--- src/rtl/v_hier_pkg.sv ---
// v_hier_pkg: shared constants and types
// for the filtered lane array and its change log.
package v_hier_pkg;

    localparam int V_HIER_MODE_PASS = 0;
    localparam int V_HIER_MODE_FILT = 1;

    // Widest lane index needed for up to 64 lanes.
    localparam int V_HIER_IDXW_MAX  = 6;

    typedef struct packed {
        logic [V_HIER_IDXW_MAX-1:0] idx;
        logic                       val;
    } v_hier_evt_t;

    // Index width for n lanes, never below one bit.
    function automatic int v_hier_idx_w(input int n);
        return (n <= 1) ? 1 : $clog2(n);
    endfunction

endpackage

--- src/rtl/v_hier_lane.sv ---
// v_hier_lane: one input sampler with a glitch
// filter that flips q after D differing samples.
module v_hier_lane
    import v_hier_pkg::*;
#(
    parameter int D = 1
) (
    input  logic clk,
    input  logic rst_n,
    input  logic i_en,
    input  logic i_a,
    output logic o_q,
    output logic o_flip
);

    localparam int CW = $clog2(D + 1);

    logic          r_s;
    logic          r_q;
    logic [CW-1:0] r_cnt;
    logic          w_diff;
    logic          w_done;

    assign w_diff = (r_s != r_q);
    assign w_done = (r_cnt == CW'(D - 1));
    assign o_flip = i_en && w_diff && w_done;
    assign o_q    = r_q;

    // Sample every edge; count differing samples only while enabled.
    always_ff @(posedge clk or negedge rst_n) begin
        if (!rst_n) begin
            r_s   <= 1'b0;
            r_q   <= 1'b0;
            r_cnt <= '0;
        end else begin
            r_s <= i_a;
            if (i_en) begin
                if (w_diff) begin
                    if (w_done) begin
                        r_q   <= r_s;
                        r_cnt <= '0;
                    end else begin
                        r_cnt <= r_cnt + CW'(1);
                    end
                end else begin
                    r_cnt <= '0;
                end
            end
        end
    end

endmodule

--- src/rtl/v_hier_sub_array.sv ---
// v_hier_sub_array: array of filtered lanes plus a
// round-robin change-event queue drained over valid/ready.
module v_hier_sub_array
    import v_hier_pkg::*;
#(
    parameter  int CHANNELS = 4,
    parameter  int DEPTH    = 2,
    parameter  int MODE     = 0,
    localparam int IDXW     = v_hier_idx_w(CHANNELS)
) (
    input  logic                clk,
    input  logic                rst_n,
    input  logic                en,
    input  logic [CHANNELS-1:0] avec,
    output logic [CHANNELS-1:0] qvec,
    output logic                chg_valid,
    input  logic                chg_ready,
    output logic [IDXW-1:0]     chg_idx,
    output logic                chg_val
);

    // Pass-through mode is simply a one-sample filter.
    localparam int D = (MODE == V_HIER_MODE_FILT) ? DEPTH : 1;

    logic [CHANNELS-1:0] w_q;
    logic [CHANNELS-1:0] w_flip;
    logic [CHANNELS-1:0] w_clr;
    logic [CHANNELS-1:0] r_pend;
    logic [IDXW-1:0]     r_ptr;
    logic [IDXW-1:0]     r_idx;
    logic                r_val;
    logic                r_valid;
    logic                w_found;
    logic                w_take;
    logic [IDXW-1:0]     w_ptr_nxt;
    v_hier_evt_t         w_pick;

    for (genvar g = 0; g < CHANNELS; g++) begin : genloop
        v_hier_lane #(
            .D(D)
        ) u_lane (
            .clk    (clk),
            .rst_n  (rst_n),
            .i_en   (en),
            .i_a    (avec[g]),
            .o_q    (w_q[g]),
            .o_flip (w_flip[g])
        );
    end

    // Pick first pending lane at or above ptr, else wrap to the lowest.
    always_comb begin
        w_found = 1'b0;
        w_pick  = '0;
        for (int i = 0; i < CHANNELS; i++) begin
            if (!w_found && r_pend[i] && (i >= int'(r_ptr))) begin
                w_found    = 1'b1;
                w_pick.idx = V_HIER_IDXW_MAX'(i);
                w_pick.val = w_q[i];
            end
        end
        for (int i = 0; i < CHANNELS; i++) begin
            if (!w_found && r_pend[i]) begin
                w_found    = 1'b1;
                w_pick.idx = V_HIER_IDXW_MAX'(i);
                w_pick.val = w_q[i];
            end
        end
    end

    assign w_take = w_found && (!r_valid || chg_ready);

    assign w_ptr_nxt =
        (w_pick.idx == V_HIER_IDXW_MAX'(CHANNELS - 1)) ? '0 :
        IDXW'(w_pick.idx + V_HIER_IDXW_MAX'(1));

    // One-hot clear of the lane moving into the event buffer.
    always_comb begin
        w_clr = '0;
        for (int i = 0; i < CHANNELS; i++) begin
            w_clr[i] = w_take && (w_pick.idx == V_HIER_IDXW_MAX'(i));
        end
    end

    // Pending flags (a new flip beats a clear) and the one-entry buffer.
    always_ff @(posedge clk or negedge rst_n) begin
        if (!rst_n) begin
            r_pend  <= '0;
            r_ptr   <= '0;
            r_idx   <= '0;
            r_val   <= 1'b0;
            r_valid <= 1'b0;
        end else begin
            r_pend <= (r_pend & ~w_clr) | w_flip;
            if (!r_valid || chg_ready) begin
                r_valid <= w_found;
                if (w_found) begin
                    r_idx <= IDXW'(w_pick.idx);
                    r_val <= w_pick.val;
                    r_ptr <= w_ptr_nxt;
                end
            end
        end
    end

    assign qvec      = w_q;
    assign chg_valid = r_valid;
    assign chg_idx   = r_idx;
    assign chg_val   = r_val;

endmodule

--- config.mk ---
export PLATFORM = sky130hd
export DESIGN_NAME = v_hier_sub_array
export DESIGN_NICKNAME = d
export VERILOG_FILES = /design/src/rtl/v_hier_pkg.sv /design/src/rtl/v_hier_lane.sv /design/src/rtl/v_hier_sub_array.sv
export SDC_FILE = /design/constraint.sdc
export NUM_CORES = 1
export LEC_CHECK = 0
export ABC_AREA = 1
export BUFFER_PORTS_ARGS = -buffer_cell sky130_fd_sc_hd__clkbuf_2
export CORE_MARGIN = 3
export CORE_UTILIZATION = 46
export DETAILED_ROUTE_END_ITERATION = 12
export PLACE_DENSITY = 0.69
export REMOVE_ABC_BUFFERS = 1
export SLEW_MARGIN = 10
export SYNTH_ARGS = -nofsm -noshare
export SYNTH_HDL_FRONTEND = slang
export SYNTH_HIERARCHICAL = 1
export SYNTH_SLANG_ARGS = --single-unit
--- constraint.sdc ---
create_clock -name clk -period 1.65 [get_ports clk]
set_input_delay 0.4125 -clock clk [delete_from_list [all_inputs] [get_ports clk]]
set_output_delay 0.4125 -clock clk [all_outputs]
set_load 0.01 [all_outputs]
==> metrics.yaml <==
status: "complete, but fails checks"
violations: "negative setup slack"
cp.required_ps: 1830
htree_levels: 1
crit_slowest_cell: "dfrtp_1"
p_leak_nw: 0.6464
setup_slack_ps: -38.89
wl_mm: 1.904
grt_setup_unrepaired: "yes"
dpl_cell_area_sq_mm: 0.001092
p_clk_share_pct: 12.8
drtAntennaViolNets: 0
num_rows: 15
crit_chain: "nand2_1, nand2_2, nand2_2, nor2_4, nand4_1, nand3_2, ha_1, a21oi_1, or2_2"
pwr-share-seq_pct: 32.5
end_kind: "flop"
clk-insertion-delay-late_ps: 290
cp-start-kind: "flop"
ys_seq_elements: 18
setup_viol: 1
cts.sinks: 18
slew_viol_final: 0
root_buffer: "clkbuf_4"
tns_ps: -38.89
finalPower_mw: 2.080
cts_buffers: 3
clk_pin_slew_ps: 100
wire_per_inst_um: 11.13
grt_antenna_before_repair: 0
slowest_delay_ps: 420
pre_cts_slack_ps: -12.67
final_cell_count_no_fill: 171
drive_above_1_share_pct: 36.30
grt_pass1_wl_mm: 3.284
dieArea_sq_mm: 0.002680
fin_nets: 157
vdd_drop_max_v: 0.0008356
synth_cells: 117
cts_tree: "done"
final_cell_area_sq_mm: 0.001194
p_int_mw: 1.205
yosysTopAreaCell: "dfrtp_1"
first_pass_iters: 6
drcViolationCount: 0
area_delta_synth_final_pct: 23.90
fmax_mhz: 592.1
netlist_area_sq_um: 963.4
mostFrequentLayoutCells: "nand2_1, dfrtp_1, clkbuf_2"
synthDistinctLibCells: 21
switching_share_pct: 42.06
crit_top_cell: "nand2_2"
cp.buffers_inverters: 0
critical_path_class: "reg -> reg"
hpwl_mm: 1.455
synth_top_area_share_pct: 46.75
pwr-share-comb_pct: 54.8
drt_iter0_drc: 10
dp_cells: 160
power_density_mw_per_mm2: 1743
port_buffers: 15
slew_headroom_pct: 70.56
synth.avg_cell_area_sq_um: 8.234
routabilityCongestion: 0.9312
final_hold_viol_count: 0
clock_path_buffers: 2
synth_area_leaders: "dfrtp_1, nand2_1, inv_1"
cap_viol_max_count: 0
core_region_area_sq_mm: 0.001858
worstPathArrival_ps: 1870
crit_fanout: 5
yosysSeqAreaShare_pct: 46.75
skew_ps: 2.394
boundaryPins: 16
cp_top_family: "simple AND/OR/NAND/NOR gates"
die_y_um: 51.77
hp-class: "in -> async"
diodes: 0
yosysWarnings: 6
grt_remaining_overflow: 0
grt_max_degree: 19
track_usage_pct: 16.33
grt_pass1_vias: 835
final.period_utilization_pct: 102.4
dieWidth_um: 51.77
timing.final.crit_period_ps: 1689
num_vias: 838
tightest_slew_ps: 441.7
viasPerCell: 4.901
power_switching_mw: 0.8749
start_util_pct: 51.85
layout.cells.most_common: "nand2_1"
-- per-stage QoR --
step | hold slack [ps] | utilization, %
final | 46.50 | 64.24
after global routing | 61.31 | 64.24
after CTS | 47.04 | 61.95
after detailed placement | 374.6 | 58.79
after global placement | 374.2 | 58.79
after floorplan | 116.9 | -
-- cell type report --
| class | count | area, sq um |
|---|---|---|
| clock buffers | 4 | 36.28 |
| inverters | 20 | 75.07 |
| well taps | 25 | 31.28 |
| flip-flops and latches | 18 | 451.7 |
| repair buffers | 25 | 153.9 |
| fillers | 157 | 664.4 |
| multi-input cells | 79 | 445.4 |
-- per-layer routing --
layer | GRT usage [%] | vias up | routed length (um)
li1 | - | 425 | -
met1 | 20.07 | 393 | 845
met2 | 29.03 | 18 | 967
met3 | 1.719 | 2 | 79
met4 | 6.550 | 0 | 12
met5 | 0 | - | 0
-- cells by family after synthesis --
group / Yosys count / synth area share [%]
compound gates: 12 / 7.143
simple gates: 65 / 35.71
buf+inv: 20 / 7.792
flops: 18 / 46.75
fa+ha+maj: 2 / 2.597
-- path summary, 6_finish.rpt --
path,start,to,depth (start not counted),slack [ps]
max,r_ptr[0],r_pend[3],9,-40
min,rst_n,chg_val,1,50
max reg2reg,r_ptr[0],r_pend[3],9,-40
min reg2reg,chg_idx[0],chg_idx[0],2,480
max in group asynchronous,rst_n,r_pend[0],1,1280
min in group clk,avec[3],genloop[3].u_lane/r_s,1,220
-- worst reg2reg max path, stage by stage, from the launching register on --
cell and delay [ps]:
dfrtp_1 420, nand2_1 90, nand2_2 100, nand2_2 70
nor2_4 150, nand4_1 150, nand3_2 120, ha_1 150
a21oi_1 60, or2_2 270
-- registers in the layout (all words and copies together) (netlist names) --
register and cells:
chg_valid 1, genloop.u_lane/r_s 4, chg_idx 2, genloop.u_lane/o_q 4, chg_val 1, r_ptr 2, r_pend 4
-- power by group through the flow --
| stage | clock network [mW] | registers (mW) | logic, mW |
|---|---|---|---|
| after global routing | 0.291 | 0.691 | 1.28 |
| final | 0.265 | 0.676 | 1.14 |
| after CTS | 0.276 | 0.666 | 1.04 |
| after global placement | 0 | 0.670 | 0.933 |
| after detailed placement | 0 | 0.679 | 0.943 |
| after floorplan | 0 | 0.691 | 0.662 |
-- synth_stat cells --
cell type	number
nand4_4	1
nor2_4	1
nand4_1	4
nand3_2	3
nand2_1	28
nand3_1	7
a21oi_1	1
a31oi_1	1
o21a_1	1
nand2_4	2
dfrtp_1	18
or2_2	1
inv_1	16
a21o_1	1
nor2_1	10
inv_2	4
o21ai_1	7
o21bai_1	1
nor2_2	4
nand2_2	4
ha_1	2
-- what timing repair did --
item	4_1_cts	5_1_grt
setup endpoints to repair	1	3
pin swaps	1	3
resized for setup	0	6
setup buffers	3	4
hold buffers	0	0
hold endpoints to repair	0	0
(Power assumes the default switching activity.)
